<file path="config.mk">
export PLATFORM = sky130hd
export DESIGN_NAME = uart_tx_scheduler_flat
export DESIGN_NICKNAME = d
export VERILOG_FILES = /design/src/rtl/uart_sched_pkg.sv /design/src/rtl/uart_tx_scheduler_if.sv /design/src/rtl/uart_tx_scheduler_rr_arbiter.sv /design/src/rtl/uart_tx_scheduler.sv /design/src/flat_wrapper.sv
export SDC_FILE = /design/constraint.sdc
export NUM_CORES = 1
export LEC_CHECK = 0
export ABC_CLOCK_PERIOD_IN_PS = 8750
export CAP_MARGIN = 20
export CORE_ASPECT_RATIO = 1.75
export CORE_UTILIZATION = 45
export DETAILED_ROUTE_END_ITERATION = 6
export PLACE_DENSITY_LB_ADDON = 0.3
export SYNTH_ARGS = -nofsm -noshare
export SYNTH_HDL_FRONTEND = slang
export SYNTH_HIERARCHICAL = 1
export SYNTH_SLANG_ARGS = --single-unit
</file>
<file path="constraint.sdc">
create_clock -name clk -period 8.75 [get_ports clk]
set_input_delay 1.75 -clock clk [delete_from_list [all_inputs] [get_ports clk]]
set_output_delay 1.75 -clock clk [all_outputs]
set_load 0.02 [all_outputs]
</file>
<file path="src/rtl/uart_sched_pkg.sv">
// Shared types and constants for the UART TX round-robin scheduler.
// The header byte carries the granted channel ID in its low nibble.
package uart_sched_pkg;

  typedef enum logic [1:0] {
    IDLE = 2'd0,
    HDR  = 2'd1,
    DATA = 2'd2
  } state_e;

  localparam int         ID_W     = 4;
  localparam logic [7:0] HDR_BASE = 8'hA0;

  function automatic logic [7:0] hdr_byte(input logic [ID_W-1:0] id);
    return HDR_BASE | 8'(id);
  endfunction

endpackage

</file>
<file path="src/rtl/uart_tx_scheduler_if.sv">
// Bundle of per-requester byte ports and the shared serializer byte port.
// slave = scheduler side, master = producers plus serializer side.
interface uart_tx_scheduler_if #(
  parameter int NUM_REQ = 4
);
  import uart_sched_pkg::*;

  logic [NUM_REQ-1:0]   req_valid;
  logic [8*NUM_REQ-1:0] req_data;
  logic [NUM_REQ-1:0]   req_last;
  logic [NUM_REQ-1:0]   req_ready;
  logic                 tx_valid;
  logic [7:0]           tx_data;
  logic                 tx_ready;
  logic [ID_W-1:0]      grant_id;
  logic                 busy;

  modport master (
    output req_valid, req_data, req_last, tx_ready,
    input  req_ready, tx_valid, tx_data, grant_id, busy
  );

  modport slave (
    input  req_valid, req_data, req_last, tx_ready,
    output req_ready, tx_valid, tx_data, grant_id, busy
  );

endinterface

</file>
<file path="src/rtl/uart_tx_scheduler_rr_arbiter.sv">
// Combinational rotating-priority picker: first set request searching
// upward from last_id+1 with wrap.
module rr_arbiter
  import uart_sched_pkg::*;
#(
  parameter int NUM_REQ = 4
) (
  input  logic [NUM_REQ-1:0] req_i,
  input  logic [ID_W-1:0]    last_id_i,
  output logic [ID_W-1:0]    gnt_id_o,
  output logic               any_req_o
);
  localparam int PW = ID_W + 1;

  logic [PW-1:0]        start_s;
  logic [2*NUM_REQ-1:0] dbl_s;
  logic [2*NUM_REQ-1:0] shift_s;
  logic [NUM_REQ-1:0]   rot_s;
  logic [PW-1:0]        pos_s;
  logic [PW-1:0]        sum_s;
  logic [PW-1:0]        wrap_s;

  // Rotating the doubled vector puts the highest-priority request at bit 0;
  // start_s == NUM_REQ simply selects the upper copy, which is the wrap.
  assign start_s = {1'b0, last_id_i} + {{ID_W{1'b0}}, 1'b1};
  assign dbl_s   = {req_i, req_i};
  assign shift_s = dbl_s >> start_s;
  assign rot_s   = shift_s[NUM_REQ-1:0];

  // Lowest set bit of the rotated vector wins
  always_comb begin
    pos_s     = {PW{1'b0}};
    any_req_o = 1'b0;
    for (int k = NUM_REQ - 1; k >= 0; k--) begin
      pos_s     = rot_s[k] ? PW'(k) : pos_s;
      any_req_o = any_req_o | rot_s[k];
    end
  end

  assign sum_s    = start_s + pos_s;
  assign wrap_s   = (sum_s >= PW'(NUM_REQ)) ? (sum_s - PW'(NUM_REQ)) : sum_s;
  assign gnt_id_o = wrap_s[ID_W-1:0];

endmodule

</file>
<file path="src/rtl/uart_tx_scheduler.sv">
// Round-robin scheduler sharing one UART TX byte port among NUM_REQ producers,
// granting bursts of up to MAX_BURST bytes, optionally led by a channel-ID header.
module uart_tx_scheduler
  import uart_sched_pkg::*;
#(
  parameter int NUM_REQ   = 4,
  parameter int MAX_BURST = 4,
  parameter bit HDR_EN    = 1'b1
) (
  input logic                clk,
  input logic                rst,
  uart_tx_scheduler_if.slave bus
);
  state_e             state_q;
  logic [ID_W-1:0]    grant_q;
  logic [ID_W-1:0]    last_id_q;
  logic [7:0]         beat_cnt_q;
  logic [7:0]         beat_cnt_d;
  logic               busy_q;

  logic [ID_W-1:0]    arb_id_s;
  logic               any_req_s;
  logic               g_valid_s;
  logic               g_last_s;
  logic [7:0]         g_data_s;
  logic               tx_valid_s;
  logic [7:0]         tx_data_s;
  logic [NUM_REQ-1:0] req_ready_s;
  logic               hs_s;
  logic               burst_end_s;

  rr_arbiter #(.NUM_REQ(NUM_REQ)) u_arb (
    .req_i     (bus.req_valid),
    .last_id_i (last_id_q),
    .gnt_id_o  (arb_id_s),
    .any_req_o (any_req_s)
  );

  // Select the granted requester's byte lane
  always_comb begin
    g_valid_s = 1'b0;
    g_last_s  = 1'b0;
    g_data_s  = 8'h00;
    for (int i = 0; i < NUM_REQ; i++) begin
      g_valid_s = g_valid_s | (bus.req_valid[i] & (grant_q == ID_W'(i)));
      g_last_s  = g_last_s  | (bus.req_last[i]  & (grant_q == ID_W'(i)));
      g_data_s  = g_data_s  | (bus.req_data[8*i +: 8] & {8{grant_q == ID_W'(i)}});
    end
  end

  // Steer the serializer port; DATA is a zero-latency pass-through
  always_comb begin
    tx_valid_s  = 1'b0;
    tx_data_s   = 8'h00;
    req_ready_s = {NUM_REQ{1'b0}};
    case (state_q)
      IDLE: begin
        tx_valid_s = 1'b0;
        tx_data_s  = 8'h00;
      end
      HDR: begin
        tx_valid_s = 1'b1;
        tx_data_s  = hdr_byte(grant_q);
      end
      DATA: begin
        tx_valid_s = g_valid_s;
        tx_data_s  = g_data_s;
        for (int i = 0; i < NUM_REQ; i++) begin
          req_ready_s[i] = bus.tx_ready & (grant_q == ID_W'(i));
        end
      end
      default: begin
        tx_valid_s = 1'b0;
        tx_data_s  = 8'h00;
      end
    endcase
  end

  assign hs_s        = (state_q == DATA) && tx_valid_s && bus.tx_ready;
  assign burst_end_s = g_last_s || (beat_cnt_q == 8'(MAX_BURST - 1));
  assign beat_cnt_d  = beat_cnt_q + 8'd1;

  // Scheduler FSM: arbitrate in IDLE, optional header, then the data burst
  always_ff @(posedge clk or posedge rst) begin
    if (rst) begin
      state_q    <= IDLE;
      grant_q    <= {ID_W{1'b0}};
      last_id_q  <= ID_W'(NUM_REQ - 1);
      beat_cnt_q <= 8'd0;
      busy_q     <= 1'b0;
    end else begin
      case (state_q)
        IDLE: begin
          if (any_req_s) begin
            grant_q    <= arb_id_s;
            beat_cnt_q <= 8'd0;
            busy_q     <= 1'b1;
            state_q    <= HDR_EN ? HDR : DATA;
          end
        end
        HDR: begin
          if (bus.tx_ready) begin
            state_q <= DATA;
          end
        end
        DATA: begin
          if (hs_s) begin
            beat_cnt_q <= beat_cnt_d;
            if (burst_end_s) begin
              last_id_q <= grant_q;
              grant_q   <= {ID_W{1'b0}};
              busy_q    <= 1'b0;
              state_q   <= IDLE;
            end
          end
        end
        default: begin
          state_q <= IDLE;
          grant_q <= {ID_W{1'b0}};
          busy_q  <= 1'b0;
        end
      endcase
    end
  end

  assign bus.tx_valid  = tx_valid_s;
  assign bus.tx_data   = tx_data_s;
  assign bus.req_ready = req_ready_s;
  assign bus.grant_id  = grant_q;
  assign bus.busy      = busy_q;

endmodule

</file>
<file path="src/flat_wrapper.sv">
// flat-port wrapper written by rule: the top's interface ports become plain ports
module uart_tx_scheduler_flat import uart_sched_pkg::*;
#(
  parameter int NUM_REQ   = 4,
  parameter int MAX_BURST = 4,
  parameter bit HDR_EN    = 1'b1
)
  (clk, rst, bus_req_valid, bus_req_data, bus_req_last, bus_tx_ready, bus_req_ready, bus_tx_valid, bus_tx_data, bus_grant_id, bus_busy);
  uart_tx_scheduler_if #(.NUM_REQ(NUM_REQ)) bus_i ();
  input logic clk;
  input logic rst;
  input wire logic [$bits(bus_i.req_valid)-1:0] bus_req_valid;
  input wire logic [$bits(bus_i.req_data)-1:0] bus_req_data;
  input wire logic [$bits(bus_i.req_last)-1:0] bus_req_last;
  input wire logic [$bits(bus_i.tx_ready)-1:0] bus_tx_ready;
  output wire logic [$bits(bus_i.req_ready)-1:0] bus_req_ready;
  output wire logic [$bits(bus_i.tx_valid)-1:0] bus_tx_valid;
  output wire logic [$bits(bus_i.tx_data)-1:0] bus_tx_data;
  output wire logic [$bits(bus_i.grant_id)-1:0] bus_grant_id;
  output wire logic [$bits(bus_i.busy)-1:0] bus_busy;
  assign bus_i.req_valid = bus_req_valid;
  assign bus_i.req_data = bus_req_data;
  assign bus_i.req_last = bus_req_last;
  assign bus_i.tx_ready = bus_tx_ready;
  assign bus_req_ready = bus_i.req_ready;
  assign bus_tx_valid = bus_i.tx_valid;
  assign bus_tx_data = bus_i.tx_data;
  assign bus_grant_id = bus_i.grant_id;
  assign bus_busy = bus_i.busy;
  uart_tx_scheduler #(.NUM_REQ(NUM_REQ), .MAX_BURST(MAX_BURST), .HDR_EN(HDR_EN)) u_core (.clk(clk), .rst(rst), .bus(bus_i));
endmodule
</file>
# ---- After elaboration in Yosys (flattened, before gate mapping)
# Index checks and enable logic that the tools add are counted.
dict set report totals {
  ff_bits 19
  latch_bits 0
  mem_bits_rw 0
  mem_bits_ro 0
  input_bits 43
  out_inout_bits 18
  word_cells 84
  memories 0
}
dict set report op_classes {
  n_addsub 4
  n_mul 0
  div_mod_pow 0
  magnitude_cmp 1
  eq_ne 10
  shift 1
  n_mux 24
  bitwise_logic 29
  n_reduce_logical 10
}
# op n
set ops {}
lappend ops {{$and A8 B8 Y8} 4}
lappend ops {{$pmux W8 S2} 2}
lappend ops {{$or A8 B8 Y8} 3}
lappend ops {{$mux W4} 5}
lappend ops {{$mux W2} 8}
lappend ops {{$mux W8} 2}
lappend ops {{$and A1 B1 Y1} 12}
lappend ops {{$pmux W4 S3} 1}
lappend ops {{$or A1 B1 Y1} 9}
lappend ops {{$add A8 B1 Y8 const B} 1}
lappend ops {{$eq A4 B2 Y1 const B} 2}
lappend ops {{$eq A8 B2 Y1 const B} 1}
lappend ops {{$reduce_and A4 Y1} 2}
lappend ops {{$shr A8 B5 Y4} 1}
lappend ops {{$ne A2 B1 Y1 const B} 3}
lappend ops {{$pmux W2 S3} 1}
lappend ops {{$reduce_and A3 Y1} 2}
lappend ops {{$add A4 B1 Y5 const B} 1}
lappend ops {{$add A5 B2 Y5} 1}
lappend ops {{$ge A5 B3 Y1 const B} 1}
lappend ops {{$eq A4 B1 Y1 const B} 1}
lappend ops {{$logic_not A4 Y1} 1}
lappend ops {{$sub A4 B3 Y4 const B} 1}
lappend ops {{$mux W1} 3}
lappend ops {{10 further kinds} 11}

# ---- Logic depth before layout (Yosys ltp)
dict set report depth {
  depth_word 11
  depth_mapped 15
  mapped_depth_nobuf 14
}

# ---- Hierarchy
# The synthesis kept the hierarchy.
# module n_inst cells_each area_per_inst_um2 seq_area_each_um2
set modules_own_cells {}
lappend modules_own_cells {uart_tx_scheduler 1 150 1491.4 478.0}
lappend modules_own_cells {rr_arbiter 1 51 382.9 0.0}

# ---- Worst setup path after synthesis
# OpenSTA, ideal clock, no wires.
dict set report synth_timing {
  path_type {input-to-output}
  startpoint {input port bus_req_valid[3]}
  endpoint {output port bus_tx_valid}
  arrival_time_ps 2551
  t_required_ps 7000
  setup_slack_ps 4449
  stages 3
  n_path_buf 0
  cell_sequence {mux4_2 > a31oi_1 > nor2b_1}
}
dict set report synth_via {
  elab_chain_cells 3
}
# item line
set synth_lines {}
lappend synth_lines {{start, declared} flat_wrapper.sv:12} ;# input wire logic [$bits(bus_i.req_valid)-1:0] bus_req_valid;
lappend synth_lines {{$and A1 B1 Y1} uart_tx_scheduler.sv:45} ;# g_valid_s = g_valid_s | (bus.req_valid[i] & (grant_q == ID_W'(i)));
lappend synth_lines {{$or A1 B1 Y1} uart_tx_scheduler.sv:45}
lappend synth_lines {{$pmux W1 S2} uart_tx_scheduler.sv:56} ;# case (state_q)
lappend synth_lines {{end, declared} flat_wrapper.sv:17} ;# output wire logic [$bits(bus_i.tx_valid)-1:0] bus_tx_valid;
# No other way between the ends.

# ---- Worst setup path after layout
# Same ends and word-level chain as after synthesis.

==> flow_summary_export.csv <==
group,metric,value,unit
sta,tns,0,ps
route,drt_wl_total,4980,um
cts,clockRootBuffer,"clkbuf_8",
run_status,status,"finished, final reports clean",
cts,hold_buffers,0,
placement,port_buffers,60,
yosys,ys_seq_area_share,25.5,%
sta,setup_viol,0,
yosys,yosysTopAreaCellShare,22.7,%
die,initial_core_util,47.6,%
grt,grt_overflow,0,
sta,drv_slew,0,
grt,antenna_found_initial,0,
critical_path,required,7000,ps
sta,finalClockSkew,5.66,ps
layout,final_cells,303,
die,core,3940,um2
grt,grt_pass1_wl,7840,um
route,ant_nets,0,
cts,cts_resized,0,
placement,dp.cells,299,
route,routedWlPerCell,16.4,um
yosys,syn_avg_cell_area,9.32,um2
critical_path,crit_fanout,6,
layout,areaGrowthSynthToFinish,34.4,%
power_and_ir_drop,ir_drop,0.000163,V
layout,drive_above_1_share,9.41,%
cts,insertion_delay,260,ps
cts,cts_tree,"yes",
die,die_w,50.8,um
layout,final_cell_mix,"clkdlybuf4s50_1 (60), nand2_1 (18), dfrtp_1 (17)",
yosys,synth_edf_count,0,
die,dieArea,4440,um2
cts,clk_pin_slew,70,ps
sta,period_share,61.2,%
yosys,synth_seq_cells,19,
sta,worst_pin_slew,916,ps
route,drc,0,
layout,layout_commonest_cell,"clkdlybuf4s50_1",
sta,rsz0062_at_grt,"no",
placement,dpl.hpwl,3950,um
power_and_ir_drop,cellPowerDensity,257,nW/um2
placement,gp_congestion,0.800,
yosys,syn_area,1870,um2
sta,hold_viol,0,
flow_run,maxCapViolCount,0,
critical_path,worst_setup_path_start_kind,"primary input",
layout,num-fill-cells,353,
route,firstDrtPassIters,3,
yosys,synth_cells,201,
yosys,synth_top_area_cell,"dfrtp_1",
grt,grtUsageTotal,23.6,%
cts,clock-sinks,19,
layout,antenna_cells,0,
die,die_height,87.4,um
sta,min_period,5350,ps
grt,first_global_vias,1706,
route,dr_total_vias,1779,
cts,h-tree-depth,1,
grt,grt_max_degree,21,
yosys,synth.distinct_cells,60,
hold_path,hold_path.class,"register to register",
route,drtIter0Drc,37,
cts,clk_path_buf_depth,2,
critical_path,arrival,3600,ps
yosys,synth.yosys.warnings,6,
yosys,synthesis.nets,253,
die,ios,61,
layout,nets,308,
sta,fmax,187,MHz
cts,numCtsBuffers,3,
cts,cts_setup_buffers,0,
yosys,ys.flop_type,"dfrtp_1",
die,rows,30,
sta,relSlewSlack,38.9,%
route,vias_per_cell,5.87,
yosys,synth-async-reset-ratio,100,%
yosys,synth_area_leaders,"dfrtp_1 (23%), mux4_1 (5.6%), ha_1 (5.3%), mux4_2 (4.8%), nand2_1 (3.6%)",
critical_path,crit_type,"primary input to output port",
critical_path,endpoint_kind,"output port",
power_and_ir_drop,leakagePower,0.00101,uW
==> worst paths after layout <==
kind | startpoint | cells after the start | end | slack [ps]
setup reg to reg | u_core/last_id_q[0]$_DFFE_PP1P_ | 13 | u_core/bus.grant_id[2]$_DFFE_PP0P_ | 5250
max in group asynchronous | rst | 2 | u_core/bus.grant_id[0]$_DFFE_PP0P_ | 6400
hold reg to reg | u_core/state_q[1]$_DFFE_PP0P_ | 1 | u_core/state_q[1]$_DFFE_PP0P_ | 550
min in group asynchronous | rst | 2 | u_core/beat_cnt_q[7]$_DFFE_PP0P_ | 1900
hold / removal | u_core/state_q[1]$_DFFE_PP0P_ | 1 | u_core/state_q[1]$_DFFE_PP0P_ | 550
setup / recovery | bus_req_valid[3] | 5 | bus_tx_valid | 3400
==> power breakdown <==
group | switching, uW | internal [uW] | total (uW)
clock network | 28.6 | 32.4 | 61.0
logic | 228 | 207 | 435
registers | 42.7 | 109 | 152
total | 299 | 348 | 648
==> flip-flops by register name, summed over array words and instances, names as in the netlist <==
signal and cells:
u_core/beat_cnt_q 8, u_core/bus.grant_id 4, u_core/bus.busy 1, u_core/state_q 2
u_core/last_id_q 4
==> kinds of logic (layout without fill, tap and decap cells) <==
group,count (synthesis),count (layout),share of synthesized area (%)
AOI/OAI and AO/OA,56,56,22.6
xor gates and xnor gates,4,4,1.87
adders and majority gates,9,9,6.41
buffers and inverters,21,75,5.47
DFF,19,19,25.5
muxes,22,22,18.4
and+or+nand+nor,70,70,19.8
==> layout make-up <==
cell class              instances  area [um2]  area share (%)
multi-input cells             161        1290            51.4
repair buffers                 60         601            23.8
flip-flops and latches         19         478            19.0
well taps                      48        60.1            2.38
clock buffers                   4        45.0            1.79
inverters                      11        41.3            1.64
==> per-layer routing <==
layer | part of all wire (%) | track usage (%) | vias to the layer above | wire length (um)
met5 | 0 | 0 | - | 0
met4 | 5.7 | 16.4 | 0 | 282
met3 | 3.4 | 2.09 | 21 | 167
met2 | 53 | 44.7 | 47 | 2660
met1 | 38 | 23.3 | 843 | 1880
li1 | - | - | 868 | -
==> worst max-delay path, stage by stage <==
cell and delay, ps:
clkdlybuf4s50_1 480, mux4_2 570, a31oi_1 190, nor2b_1 60, clkdlybuf4s50_1 540
==> per-stage QoR <==
step	utilization (%)	power [uW]	cell area, um2	setup slack, ps	hold slack [ps]
after floorplan	-	456	1870	4450	479
after global placement	62.8	581	2470	3420	504
after detailed placement	62.8	588	2470	3370	531
after CTS	63.9	651	2520	3380	547
after global routing	63.9	694	2520	3300	578
final	63.9	648	2520	3400	546
==> Yosys cell counts, types with 4 or more instances <==
cell and count:
nor2b_1 7, inv_1 11, mux2i_1 6, mux2_2 5
clkbuf_1 6, and3_1 4, nor3_1 4, nor2_1 11
a211oi_1 4, nand2b_1 4, mux4_1 4, or3_1 4
ha_1 8, nand3_1 6, a21o_1 4, dfrtp_1 17
o21ai_0 13, mux4_2 4, nand2_1 18
No activity file was read; power rests on OpenSTA's default activity.
